<file path="config.mk">
export PLATFORM = sky130hd
export DESIGN_NAME = seq_shift_multiplier_flat
export DESIGN_NICKNAME = d
export VERILOG_FILES = /design/src/rtl/seq_shift_multiplier_if.sv /design/src/rtl/seq_shift_multiplier.sv /design/src/flat_wrapper.sv
export SDC_FILE = /design/constraint.sdc
export NUM_CORES = 1
export LEC_CHECK = 0
export ABC_AREA = 0
export CORE_UTILIZATION = 64
export CTS_CLUSTER_SIZE = 20
export DETAILED_ROUTE_END_ITERATION = 8
export GPL_ROUTABILITY_DRIVEN = 0
export HOLD_SLACK_MARGIN = 0.03
export MAX_ROUTING_LAYER = met4
export PLACE_DENSITY_LB_ADDON = 0.3
export SLEW_MARGIN = 5
export SYNTH_ARGS = -nofsm -noshare
export SYNTH_HDL_FRONTEND = slang
export SYNTH_SLANG_ARGS = --single-unit
</file>
<file path="constraint.sdc">
create_clock -name clk -period 16.7 [get_ports clk]
set_input_delay 2.505 -clock clk [delete_from_list [all_inputs] [get_ports clk]]
set_output_delay 2.505 -clock clk [all_outputs]
set_load 0.02 [all_outputs]
</file>
<file path="src/rtl/seq_shift_multiplier_if.sv">
// Handshake and operand/result bundle for seq_shift_multiplier.
// The master drives start/operands; the slave (multiplier) returns busy/done/product.
interface seq_shift_multiplier_if #(
  parameter int WIDTH = 32
);
  logic                 start;
  logic                 signed_op;
  logic [WIDTH-1:0]     a;
  logic [WIDTH-1:0]     b;
  logic                 busy;
  logic                 done;
  logic [2*WIDTH-1:0]   product;

  modport master (
    output start, signed_op, a, b,
    input  busy, done, product
  );

  modport slave (
    input  start, signed_op, a, b,
    output busy, done, product
  );
endinterface

</file>
<file path="src/rtl/seq_shift_multiplier.sv">
// Radix-2 shift-and-add multiplier, one multiplier bit per CALC cycle, sign applied in FIN.
// Optional macro EARLY_TERM_EN: leave CALC as soon as the remaining multiplier bits are all zero.
module seq_shift_multiplier #(
  parameter int WIDTH = 32,
  parameter int CNT_W = 6
) (
  input  logic                 clk,
  input  logic                 rst_n,
  seq_shift_multiplier_if.slave bus
);

  typedef enum logic [1:0] {
    IDLE,
    CALC,
    FIN
  } state_t;

  state_t               state_q, state_d;
  logic [WIDTH-1:0]     mcand_q, mcand_d;
  logic [WIDTH-1:0]     mult_q, mult_d;
  logic [2*WIDTH-1:0]   acc_q, acc_d;
  logic [CNT_W-1:0]     count_q, count_d;
  logic                 neg_q, neg_d;
  logic [2*WIDTH-1:0]   product_q, product_d;
  logic                 done_q, done_d;

  logic [WIDTH-1:0]     magA, magB;
  logic [2*WIDTH-1:0]   mcandExt;

  // The most negative operand negates to itself, which is exactly its unsigned magnitude.
  assign magA     = (bus.signed_op && bus.a[WIDTH-1]) ? -bus.a : bus.a;
  assign magB     = (bus.signed_op && bus.b[WIDTH-1]) ? -bus.b : bus.b;
  assign mcandExt = {{WIDTH{1'b0}}, mcand_q};

  always_ff @(posedge clk or negedge rst_n) begin
    if (!rst_n) begin
      state_q   <= IDLE;
      mcand_q   <= '0;
      mult_q    <= '0;
      acc_q     <= '0;
      count_q   <= '0;
      neg_q     <= 1'b0;
      product_q <= '0;
      done_q    <= 1'b0;
    end else begin
      state_q   <= state_d;
      mcand_q   <= mcand_d;
      mult_q    <= mult_d;
      acc_q     <= acc_d;
      count_q   <= count_d;
      neg_q     <= neg_d;
      product_q <= product_d;
      done_q    <= done_d;
    end
  end

  always_comb begin
    state_d   = state_q;
    mcand_d   = mcand_q;
    mult_d    = mult_q;
    acc_d     = acc_q;
    count_d   = count_q;
    neg_d     = neg_q;
    product_d = product_q;
    done_d    = 1'b0;

    case (state_q)
      IDLE: begin
        if (bus.start) begin
          mcand_d = magA;
          mult_d  = magB;
          neg_d   = bus.signed_op & (bus.a[WIDTH-1] ^ bus.b[WIDTH-1]);
          acc_d   = '0;
          count_d = '0;
          state_d = CALC;
        end
      end
      CALC: begin
        if (mult_q[0]) begin
          acc_d = acc_q + (mcandExt << count_q);
        end
        mult_d  = mult_q >> 1;
        count_d = count_q + 1'b1;
`ifdef EARLY_TERM_EN
        if ((mult_d == '0) || (count_q == CNT_W'(WIDTH-1))) begin
          state_d = FIN;
        end
`else
        if (count_q == CNT_W'(WIDTH-1)) begin
          state_d = FIN;
        end
`endif
      end
      FIN: begin
        product_d = neg_q ? -acc_q : acc_q;
        done_d    = 1'b1;
        state_d   = IDLE;
      end
      default: begin
        state_d = IDLE;
      end
    endcase
  end

  assign bus.busy    = (state_q != IDLE);
  assign bus.done    = done_q;
  assign bus.product = product_q;

endmodule

</file>
<file path="src/flat_wrapper.sv">
// flat-port wrapper written by rule: the top's interface ports become plain ports
module seq_shift_multiplier_flat 
#(
  parameter int WIDTH = 32,
  parameter int CNT_W = 6
)
  (clk, rst_n, bus_start, bus_signed_op, bus_a, bus_b, bus_busy, bus_done, bus_product);
  seq_shift_multiplier_if #(.WIDTH(WIDTH)) bus_i ();
  input  logic clk;
  input  logic rst_n;
  input wire logic [$bits(bus_i.start)-1:0] bus_start;
  input wire logic [$bits(bus_i.signed_op)-1:0] bus_signed_op;
  input wire logic [$bits(bus_i.a)-1:0] bus_a;
  input wire logic [$bits(bus_i.b)-1:0] bus_b;
  output wire logic [$bits(bus_i.busy)-1:0] bus_busy;
  output wire logic [$bits(bus_i.done)-1:0] bus_done;
  output wire logic [$bits(bus_i.product)-1:0] bus_product;
  assign bus_i.start = bus_start;
  assign bus_i.signed_op = bus_signed_op;
  assign bus_i.a = bus_a;
  assign bus_i.b = bus_b;
  assign bus_busy = bus_i.busy;
  assign bus_done = bus_i.done;
  assign bus_product = bus_i.product;
  seq_shift_multiplier #(.WIDTH(WIDTH), .CNT_W(CNT_W)) u_core (.clk(clk), .rst_n(rst_n), .bus(bus_i));
endmodule
</file>
Yosys cells after proc, flatten, opt, wreduce, memory -nomap -nowiden
Cells that the tools add are included.
Widths: inputs -> output; s select.
{"block": "word_totals", "register_bits": 202}
{"block": "op_classes", "add_sub_neg": 5, "muxes": 14, "n_bitwise": 2, "eq_ne": 6, "n_reduce_logical": 9, "shift": 1}
{"operator": "$mux 64", "count": 3}
{"operator": "$pmux 64 s2", "count": 1}
{"operator": "$mux 32", "count": 3}
{"operator": "$add 64x64->64", "count": 1}
{"operator": "$neg 32->32", "count": 2}
{"operator": "$neg 64->64", "count": 1}
{"operator": "$pmux 32 s2", "count": 1}
{"operator": "$shl 32x6->64", "count": 1}
{"operator": "$pmux 6 s2", "count": 1}
{"operator": "$add 6x1->6 const B", "count": 1}
{"operator": "$eq 6x5->1 const B", "count": 1}
{"operator": "$mux 6", "count": 1}
{"operator": "$reduce_and 2->1", "count": 3}
{"operator": "$mux 2", "count": 2}
{"operator": "$ne 2x1->1 const B", "count": 2}
{"operator": "$pmux 2 s2", "count": 1}
{"operator": "$reduce_bool 2->1", "count": 2}
{"operator": "$reduce_and 3->1", "count": 1}
{"operator": "$eq 2x1->1 const B", "count": 1}
{"operator": "$eq 2x2->1 const B", "count": 1}
{"operator": "$logic_and 1x1->1", "count": 2}
{"operator": "$logic_not 2->1", "count": 1}
{"operator": "$ne 2x2->1 const B", "count": 1}
{"operator": "$and 1x1->1", "count": 1}
{"operator": "2 further kinds", "count": 2}

Logic depth before layout (Yosys ltp)
{"block": "depth", "depth_word": 4, "ltp_mapped": 24, "depth_no_buf": 20}

Least setup slack after synthesis
OpenSTA, ideal clock, no wires.
{"block": "synth_path", "path_type": "register to register", "from": "register u_core.count_q[0]", "to": "register u_core.acc_q[59]", "stages_incl_launch_ff": 22, "arrival_ps": 5777, "synth_period_minus_slack_ps": 5846, "setup_slack_ps": 10854, "setup_ps": 69, "cell_sequence": "dfrtp_1 clkbuf_1 buf_1 clkbuf_1 mux4_2 mux2_2 o21ai_0 mux2i_1 and2_1 ha_1 clkbuf_1 and4_1 nand4_1 or2_2 a211oi_1 nor3_1 a311o_1 and2_1 clkbuf_1 o31a_1 or4_1 nand3_1"}
{"block": "synth_between", "elab_chain_cells": 4}
{"item": "start: declaration", "line_no": "seq_shift_multiplier.sv:22", "source": "logic [CNT_W-1:0] count_q, count_d;"}
{"item": "start signal: assignment", "line_no": "seq_shift_multiplier.sv:50", "source": "count_q <= count_d;"}
{"item": "$shl 32x6->64", "line_no": "seq_shift_multiplier.sv:80", "source": "acc_d = acc_q + (mcandExt << count_q);"}
{"item": "$add 64x64->64", "line_no": "seq_shift_multiplier.sv:80"}
{"item": "$mux 64", "line_no": "seq_shift_multiplier.sv:79", "source": "if (mult_q[0]) begin"}
{"item": "$pmux 64 s2", "line_no": "seq_shift_multiplier.sv:67", "source": "case (state_q)"}
{"item": "end signal: assignment", "line_no": "seq_shift_multiplier.sv:40", "source": "acc_q <= '0;"}
{"item": "end signal: assignment", "line_no": "seq_shift_multiplier.sv:49", "source": "acc_q <= acc_d;"}
{"item": "end: declaration", "line_no": "seq_shift_multiplier.sv:21", "source": "logic [2*WIDTH-1:0] acc_q, acc_d;"}
Every way passes these cells. The select of a mux whose other input is x is not followed.
A chain may end at the register's enable or synchronous reset.

Final worst setup path
Same ends and word-level chain as after synthesis.

==> flow_summary.json <==
{
  "power.total_uw": 3690,
  "die_h_um": 159,
  "wl_per_cell_um": 19.3,
  "dp_cells": 2265,
  "setup_viol": 0,
  "post_cts_buffers": 0,
  "synthCells": 1913,
  "synth_edf_count": 0,
  "row_count": 56,
  "cp_slowest_cell": "dfrtp_2",
  "critPathMaxStageDelay_ps": 1050,
  "min_from": "u_core.bus.product[46]",
  "min_path_type": "flip-flop to flip-flop",
  "place_ws_ps": 10930,
  "r2r.worst_path.cells": 16,
  "p_per_area_nw_per_um2": 205,
  "route.final.wire_length_um": 44400,
  "grt_max_degree": 113,
  "syn_area_um2": 15700,
  "synth_top_area_share_pct": 32.2,
  "tns_ps": 0,
  "seq_area_frac_synth_pct": 32.2,
  "clk_pin_slew_ps": 60,
  "synth-warning-count": 0,
  "synth_fp_nets": 2049,
  "vias_per_cell": 6.63,
  "run_status": "finished, final reports clean",
  "regArea_um2": 5060,
  "cts_resized": 0,
  "leakagePower_uw": 0.00753,
  "cp_data_required_time_ps": 17150,
  "worstPathCellList": "mux4_2 -> mux2_2 -> o21ai_0 -> mux2i_1 -> and2_1 -> ha_1 -> and4_1 -> nand4_1 -> or2_2 -> a211oi_1 -> nor3_1 -> a311o_1 -> and2_1 -> o31a_1 -> or4_1 -> nand3_1",
  "grt_pass1_wl_um": 71500,
  "drcViolationCount": 0,
  "cap_violations": 0,
  "final_cells": 2305,
  "synthTopCellsByCount": "nand2_1 (308), o21ai_0 (295), dfrtp_1 (202)",
  "worstPathMaxFanout": 44,
  "path_class": "flip-flop to flip-flop",
  "fp.dieW_um": 159,
  "critPathCaptureType": "flip-flop",
  "timing.fmax_mhz": 170,
  "synthMostInstantiatedCell": "nand2_1",
  "io_pins": 134,
  "n_fill_cell": 1718,
  "grtUsageTotal_pct": 37.3,
  "synth_top_flop_cell": "dfrtp_1",
  "cts_tree": "done",
  "synthTopCellsByArea": "dfrtp_1 (32%), o21ai_0 (9.4%), nand2_1 (7.4%)",
  "crit_start": "u_core.count_q[0]",
  "die-area_um2": 25200,
  "finalClockSkew_ps": 11.3,
  "clock-root-buffer": "clkbuf_16",
  "crit_arrival_ps": 6310,
  "yosysTopAreaCell": "dfrtp_1",
  "first_pass_iters": 8,
  "place_hpwl_um": 32600,
  "vdd_drop_max_mv": 0.0977,
  "syn_avg_cell_area_um2": 8.20,
  "ys_async_sr_fraction_pct": 100,
  "portBuffers": 133,
  "clk_latency_ps": 520,
  "ys_ff_latch": 202,
  "numCtsBuffers": 22,
  "clockBufferDepth": 3,
  "drtIter0Drc": 1783,
  "grt-ovfl-total": 0,
  "startpoint_type": "flip-flop",
  "max_slew_margin_pct": 23.9,
  "fin_crit_sh_pct": 35.1,
  "tightest_slew_ps": 1140,
  "floorplan.initialDensity_pct": 66.1,
  "period_minus_slack_ps": 5870,
  "clock-sinks": 202,
  "ctsHtreeMaxLevel": 1,
  "layout-drive-gt1-share_pct": 5.94,
  "hold_violations": 0,
  "r2r_start": "u_core.count_q[0]",
  "fin_ws_ps": 10830,
  "holdPathStages": 2,
  "antenna_found_initial": 1,
  "ys_types": 67,
  "vias": 15300,
  "first_global_vias": 14000,
  "final-max-slew-violation-count": 0,
  "hold_buffers": 0,
  "ant_nets": 0,
  "synthToLayoutAreaGrowth_pct": 14.5,
  "grt_setup_unrepaired": "no",
  "multi_input_area_um2": 10100,
  "final_nets": 2106,
  "cp_common_cell": "and2_1",
  "core_um2": 23800
}
-- layer usage --
metal / part of all wire (%) / routed length (um) / track usage [%]
met4: 6.3 / 2820 / 20.2
met3: 9.7 / 4310 / 7.73
met1: 39 / 17400 / 46.1
met5: 0 / 0 / -
met2: 45 / 19900 / 57.3
-- flip-flops by register name, indices dropped and copies added (netlist names) --
name / count
u_core.acc_q: 64
u_core.count_q: 6
u_core.bus.product: 64
u_core.neg_q: 1
u_core.bus.done: 1
u_core.mcand_q: 32
u_core.state_q: 2
u_core.mult_q: 32
-- worst paths after layout --
check	end	slack (ps)
worst max-delay path	u_core.acc_q[59]	10830
worst min-delay path	u_core.bus.product[46]	480
worst max register to register	u_core.acc_q[59]	10830
worst min register to register	u_core.bus.product[46]	480
max in group asynchronous	u_core.neg_q	12640
min in group asynchronous	u_core.acc_q[1]	2020
-- report_power, final --
part	total, uW	leakage, uW	switching [uW]	internal, uW
registers	834	0.00232	208	626
logic	2290	0.00481	1430	867
clock network	559	0.000403	203	356
total	3690	0.00753	1840	1850
-- kinds of logic after synthesis --
kind of cell,after synthesis,share of synthesized area [%]
AO/OA/AOI/OAI,637,24.3
AND/OR/NAND/NOR,607,17.6
flip-flops,202,32.2
XOR/XNOR,176,9.82
buffers and inverters,145,3.48
multiplexers,78,7.17
adder cells (fa/ha/maj),68,5.47
-- critical path: cells and delay by family (launching register included) --
family	cells	cell delay [ps]
DFF	1	1050
muxes	3	1140
AOI/OAI and AO/OA	4	1300
adders and majority gates	1	430
and+or+nand+nor	8	1870
-- through the flow --
| stage | hold slack [ps] | cell area [um2] | utilization (%) |
|---|---|---|---|
| after floorplan | 460 | 15700 | - |
| after detailed placement | 469 | 17100 | 72.1 |
| final | 475 | 18000 | 75.6 |
| after global routing | 496 | 18000 | 75.6 |
| after CTS | 482 | 18000 | 75.6 |
| after global placement | 460 | 17100 | 72.1 |
-- layout make-up --
class	count	area share (%)
antenna	1	0.0139
multi-input combinational	1566	56.3
inverter	32	0.669
timing repair buffer	146	7.97
sequential	202	28.1
clock inverter	12	1.21
clock buffer	27	3.45
tap	319	2.22
-- cell usage in the layout (no fill, tap or decap), types with 5 or more instances in the layout --
cell and n:
nand3_1 22, o21ai_0 295, a22oi_1 30, nor2b_1 13
and4_1 5, a211oi_1 9, dfrtp_1 200, a31oi_1 12
mux4_2 26, xnor2_1 60, a22o_1 9, a21o_1 29
nand4_1 22, mux2i_1 37, buf_4 13, bufinv_16 6
or2_2 11, clkbuf_16 23, o41ai_1 19, or3_1 16
xor2_1 116, mux2_2 15, o21a_1 7, ha_1 67
o22ai_1 16, nand2b_1 10, and3_1 6, nor2_1 110
nor4_1 10, and2_1 28, nor3_1 22, or4_1 14
o211ai_1 7, inv_1 30, clkdlybuf4s50_1 132, o21bai_1 12
a21oi_1 116, o31ai_1 37, nand2_1 307
Note: power is estimated with default switching activity, not from simulation.
